**src/rtl/maze_solver.sv**
```systemverilog
// Right-hand wall-follower over a snapshot of a 16x16 maze bitmap, one move per clock.
// Optional build macro MAZE_SOLVER_PRUNE_EN: revisiting a marked cell erases the cell just left.
module maze_solver #(
  parameter  int MAZE_DIM  = 16,
  parameter  int STEP_W    = 10,
  parameter  int MAX_STEPS = 1023,
  localparam int CELLS     = MAZE_DIM * MAZE_DIM,
  localparam int CW        = $clog2(MAZE_DIM),
  localparam int IW        = $clog2(CELLS)
) (
  input  logic              clk,
  input  logic              rst_n,
  input  logic              start_i,
  input  logic [CELLS-1:0]  maze_data_i,
  input  logic [CW-1:0]     start_x_i,
  input  logic [CW-1:0]     start_y_i,
  input  logic [CW-1:0]     goal_x_i,
  input  logic [CW-1:0]     goal_y_i,
  output logic              busy_o,
  output logic              done_o,
  output logic              found_o,
  output logic [CW-1:0]     pos_x_o,
  output logic [CW-1:0]     pos_y_o,
  output logic [STEP_W-1:0] step_count_o,
  output logic [CELLS-1:0]  path_data_o
);

  typedef enum logic [1:0] {S_IDLE, S_RUN, S_DONE} state_t;
  typedef enum logic [1:0] {UP, RIGHT, DOWN, LEFT} heading_t;

  state_t              state_q;
  heading_t            heading_q;
  logic [CELLS-1:0]    map_q;
  logic [CELLS-1:0]    path_q;
  logic [CW-1:0]       pos_x_q, pos_y_q;
  logic [CW-1:0]       goal_x_q, goal_y_q;
  logic [STEP_W-1:0]   step_q;
  logic                busy_q, done_q, found_q;

  function automatic logic [IW-1:0] cell_idx(input logic [CW-1:0] x, input logic [CW-1:0] y);
    return IW'(x) + IW'(MAZE_DIM) * IW'(y);
  endfunction

  logic [3:0]    nb_open;
  logic [CW-1:0] nb_x [4];
  logic [CW-1:0] nb_y [4];

  // Off-grid neighbours read as walls; coordinates never wrap.
  always_comb begin
    for (int d = 0; d < 4; d++) begin
      nb_x[d] = pos_x_q;
      nb_y[d] = pos_y_q;
    end
    nb_y[UP]    = pos_y_q - CW'(1);
    nb_x[RIGHT] = pos_x_q + CW'(1);
    nb_y[DOWN]  = pos_y_q + CW'(1);
    nb_x[LEFT]  = pos_x_q - CW'(1);
    nb_open[UP]    = (pos_y_q != '0) && map_q[cell_idx(nb_x[UP], nb_y[UP])];
    nb_open[RIGHT] = (pos_x_q != CW'(MAZE_DIM - 1)) && map_q[cell_idx(nb_x[RIGHT], nb_y[RIGHT])];
    nb_open[DOWN]  = (pos_y_q != CW'(MAZE_DIM - 1)) && map_q[cell_idx(nb_x[DOWN], nb_y[DOWN])];
    nb_open[LEFT]  = (pos_x_q != '0) && map_q[cell_idx(nb_x[LEFT], nb_y[LEFT])];
  end

  heading_t          hd_r, hd_b, hd_l, mv_dir;
  logic              stuck;
  logic [CW-1:0]     mv_x, mv_y;
  logic [IW-1:0]     mv_idx, start_idx;
  logic              mv_goal;
  logic [STEP_W-1:0] step_d;

  always_comb begin
    hd_r   = heading_t'(heading_q + 2'd1);
    hd_b   = heading_t'(heading_q + 2'd2);
    hd_l   = heading_t'(heading_q + 2'd3);
    mv_dir = heading_q;
    stuck  = 1'b0;
    if (nb_open[hd_r])           mv_dir = hd_r;
    else if (nb_open[heading_q]) mv_dir = heading_q;
    else if (nb_open[hd_l])      mv_dir = hd_l;
    else if (nb_open[hd_b])      mv_dir = hd_b;
    else                         stuck  = 1'b1;
    mv_x      = nb_x[mv_dir];
    mv_y      = nb_y[mv_dir];
    mv_idx    = cell_idx(mv_x, mv_y);
    start_idx = cell_idx(start_x_i, start_y_i);
    mv_goal   = (mv_x == goal_x_q) && (mv_y == goal_y_q);
    step_d    = step_q + STEP_W'(1);
  end

`ifdef MAZE_SOLVER_PRUNE_EN
  logic [IW-1:0] cur_idx;
  assign cur_idx = cell_idx(pos_x_q, pos_y_q);
`endif

  always_ff @(posedge clk or negedge rst_n) begin
    if (!rst_n) begin
      state_q   <= S_IDLE;
      heading_q <= UP;
      map_q     <= '0;
      path_q    <= '0;
      pos_x_q   <= '0;
      pos_y_q   <= '0;
      goal_x_q  <= '0;
      goal_y_q  <= '0;
      step_q    <= '0;
      busy_q    <= 1'b0;
      done_q    <= 1'b0;
      found_q   <= 1'b0;
    end else begin
      case (state_q)
        S_IDLE: begin
          if (start_i) begin
            map_q     <= maze_data_i;
            pos_x_q   <= start_x_i;
            pos_y_q   <= start_y_i;
            goal_x_q  <= goal_x_i;
            goal_y_q  <= goal_y_i;
            heading_q <= UP;
            step_q    <= '0;
            found_q   <= 1'b0;
            path_q    <= '0;
            if (!maze_data_i[start_idx]) begin
              state_q <= S_DONE;
              done_q  <= 1'b1;
            end else begin
              path_q[start_idx] <= 1'b1;
              if (start_x_i == goal_x_i && start_y_i == goal_y_i) begin
                found_q <= 1'b1;
                state_q <= S_DONE;
                done_q  <= 1'b1;
              end else begin
                state_q <= S_RUN;
                busy_q  <= 1'b1;
              end
            end
          end
        end
        S_RUN: begin
          if (stuck) begin
            state_q <= S_DONE;
            busy_q  <= 1'b0;
            done_q  <= 1'b1;
          end else begin
            pos_x_q        <= mv_x;
            pos_y_q        <= mv_y;
            heading_q      <= mv_dir;
            step_q         <= step_d;
            path_q[mv_idx] <= 1'b1;
`ifdef MAZE_SOLVER_PRUNE_EN
            if (path_q[mv_idx]) path_q[cur_idx] <= 1'b0;
`endif
            // Goal takes precedence when it coincides with the move limit.
            if (mv_goal || step_d == STEP_W'(MAX_STEPS)) begin
              found_q <= mv_goal;
              state_q <= S_DONE;
              busy_q  <= 1'b0;
              done_q  <= 1'b1;
            end
          end
        end
        S_DONE: begin
          done_q  <= 1'b0;
          state_q <= S_IDLE;
        end
        default: begin
          state_q <= S_IDLE;
          busy_q  <= 1'b0;
          done_q  <= 1'b0;
        end
      endcase
    end
  end

  assign busy_o       = busy_q;
  assign done_o       = done_q;
  assign found_o      = found_q;
  assign pos_x_o      = pos_x_q;
  assign pos_y_o      = pos_y_q;
  assign step_count_o = step_q;
  assign path_data_o  = path_q;

endmodule

```
**config.mk**
```make
export PLATFORM = sky130hd
export DESIGN_NAME = maze_solver
export DESIGN_NICKNAME = d
export VERILOG_FILES = /design/src/rtl/maze_solver.sv
export SDC_FILE = /design/constraint.sdc
export NUM_CORES = 2
export LEC_CHECK = 0
export BUFFER_PORTS_ARGS = -buffer_cell sky130_fd_sc_hd__buf_2
export CAP_MARGIN = 20
export CORE_MARGIN = 2
export CORE_UTILIZATION = 40
export DETAILED_ROUTE_END_ITERATION = 8
export PLACE_DENSITY = 0.63
export SLEW_MARGIN = 20
export SYNTH_ARGS = -nofsm -noshare
export SYNTH_HDL_FRONTEND = slang
export SYNTH_SLANG_ARGS = --single-unit
```
**constraint.sdc**
```tcl
create_clock -name clk -period 6.3 [get_ports clk]
set_input_delay 0.315 -clock clk [delete_from_list [all_inputs] [get_ports clk]]
set_output_delay 0.315 -clock clk [all_outputs]
set_load 0.03 [all_outputs]
```
==> qor.yml <==
die_w_um: 288
synth_simple_gate_area_share_pct: 18.2
ys_warn_count: 0
vias: 30700
die_h_um: 288
wl_per_cell_um: 26.0
place_inst: 4656
synthTopCellsByArea: "dfrtp_1 42%, mux4_2 15%, nand2_1 14%"
synth_top_family_by_area: "multiplexers"
cts_sinks: 545
gp_congestion: 0.951
max-cap-violations: 0
row_count: 104
crit_fanout: 24
vias_per_cell: 6.08
maxSlewViolCount: 0
max_freq_ghz: 0.170
grtUsageTotal_pct: 30.6
syn_area_um2: 32200
initial_core_util_pct: 40.2
syn_area_per_cell_um2: 10.0
power_density_nw_per_um2: 576
drive_gt1_share_pct: 26.2
clock-root-buffer: "clkbuf_16"
synth_common_cells: "1164 x nand2_1, 545 x dfrtp_1, 240 x o221ai_1"
fin_setup_tns_ps: 0
hold_viol_final: 0
ioPinCount: 552
n_fill_cell: 7356
status: "finished clean"
syn-num-nets: 3503
period_minus_slack_ps: 5890
hpwl_um: 89700
arrival_ps: 6420
ys_ff_latch: 545
area_growth_pct: 26.5
synth.most_common_cell: "nand2_1"
rsz0062_at_grt: "yes"
cts_made_buffers: 61
cts_tree: "built"
syn_inst: 3221
final_nets: 4208
ant_nets: 0
grt_max_degree: 232
io_buffers: 551
firstDrtPassIters: 5
worst_ep_required_time_ps: 6830
power_leakage_nw: 19.1
drt_iter0_drc: 2964
cts_htree_levels: 2
layout.cells.non_filler: 5042
cp_num_buf_inv: 1
antenna_found_initial: 8
setup_viol: 0
synth_top_area_share_pct: 42.3
clk_latency_ps: 680
fin_hold_ws_ps: 176
crit_path_start_kind: "flip-flop"
synth_compound_area_share_pct: 13.0
first_global_vias: 29700
synthArstFlopShare_pct: 100
vdd_ir_drop_max_uv: 459
ys_types: 101
synthFlopType: "dfrtp_1"
fin_util_pct: 50.8
fin_crit_sh_pct: 93.5
slew_headroom_pct: 12.5
routed_wl_um: 131000
grt-ovfl-total: 0
critPathMaxStageDelay_ps: 770
die_area_um2: 82800
clk_pin_slew_ps: 60
drc: 0
critPathTopFamily: "simple AND/OR/NAND/NOR gates"
reg2reg_slack_ps: 410
clockBufferDepth: 3
synthAdderAreaFrac_pct: 0.272
power_w: 0.0235
path_cells: "buf_4 -> nand3_4 -> xnor2_2 -> nand3_1 -> o22ai_1 -> nor4_1 -> a22oi_1 -> nand4_1 -> a31o_1 -> a22oi_4 -> nand2_2 -> mux2i_4 -> nor3b_2 -> nand2_1 -> o221ai_1"
cpMaxStageDelayCell: "dfrtp_2"
skew_ps: 80.9
grt_pass1_wl_um: 192000
synth_seq_area_share_pct: 42.3
hold_class: "in -> reg"
synth_edf_count: 0
tightest_slew_ps: 1310
coreArea_um2: 80200
worstSetupPathType: "reg -> reg"
synth_xor_xnor_area_share_pct: 1.49
yosysTopAreaCell: "dfrtp_1"
endpoint_kind: "flip-flop"
synth_mux_area_share_pct: 20.4
flip-flops by register name, indices dropped and copies added, names as in the netlist:
register / cells
busy_o: 1
done_o: 1
found_o: 1
goal_x_q: 4
goal_y_q: 4
heading_q: 2
map_q: 256
path_data_o: 256
pos_x_o: 4
pos_y_o: 4
state_q: 2
step_count_o: 10
metrics by stage:
| step | setup WS (ps) | area, um^2 |
|---|---|---|
| detailed placement | 204 | 35900 |
| floorplan | 531 | 32200 |
| global route | 9.81 | 40700 |
| global placement | 284 | 35900 |
| CTS | 165 | 40700 |
| finish | 413 | 40700 |
logic make-up (layout without fill, tap and decap cells):
logic type / count (synthesis) / in the layout
DFF: 545 / 545
muxes: 389 / 389
other: 0 / 4
and+or+nand+nor: 1427 / 1427
adders and majority gates: 7 / 7
AOI/OAI and AO/OA: 521 / 521
buffers and inverters: 289 / 1046
xor gates and xnor gates: 43 / 43
path summary, 6_finish.rpt:
kind,from,endpoint,cells past startpoint
max in group asynchronous,rst_n,map_q[253],3
worst min register to register,path_data_o[186],path_data_o[186],2
worst max-delay path,pos_x_o[2],path_data_o[227],15
worst min-delay path,start_i,state_q[1],3
worst max register to register,pos_x_o[2],path_data_o[227],15
min in group asynchronous,rst_n,map_q[128],2
worst min-delay path, delay by kind of cell:
family / cells / cell delay (ps)
AOI/OAI and AO/OA: 2 / 310
buffers and inverters: 1 / 110
what timing repair did:
action                                  in CTS  in global routing
endpoints found under the setup margin       0                172
buffers inserted                             0                  1
gates resized for setup                      0                  4
endpoints found under the hold margin      335                  0
hold buffers                               265                  0
routing by layer:
layer	vias up	share of wire (%)	wire, um	track usage, %
met2	1695	47	61700	49.6
met1	15400	39	50800	39.5
met3	375	8.0	10500	5.04
met5	-	0.031	40	0
li1	13200	-	-	-
met4	6	6.1	8000	15.9
report_power, final:
group / total [W] / switching [W] / internal (W)
combinational: 0.0140 / 0.00867 / 0.00535
clock: 0.00374 / 0.00160 / 0.00214
sequential: 0.00572 / 0.00117 / 0.00455
total: 0.0235 / 0.0114 / 0.0120
layout by cell type (no fill, tap or decap), types with 12 or more instances in the layout:
cell,synthesis,routed
nor2_1,72,72
mux2i_1,164,164
a31oi_1,12,12
and2_1,11,12
mux2_2,12,12
nand4_1,13,13
buf_4,35,88
clkbuf_16,0,62
nor3_1,17,17
o221ai_1,240,240
dfrtp_1,545,542
and3_1,12,12
a21oi_1,57,57
mux4_2,212,212
o21ai_0,34,33
clkinv_2,0,18
buf_2,43,548
a22oi_1,47,47
dlygate4sd3_1,0,265
nor2b_1,14,14
o22ai_1,12,12
xnor2_1,24,22
clkbuf_8,0,15
a22o_1,13,13
inv_1,14,14
nand2_1,1164,1162
nand3_1,65,65
layout make-up:
type,instances,area [um^2],share of cell area (%)
diodes,4,10.0,0.0246
multi-input cells,2387,17300,42.3
flip-flops and latches,545,13600,33.5
clock buffers,82,1760,4.31
well taps,1060,1330,3.26
clock inverters,33,365,0.897
inverters,17,63.8,0.157
repair buffers,914,6320,15.5
No activity file was read; power rests on OpenSTA's default activity.
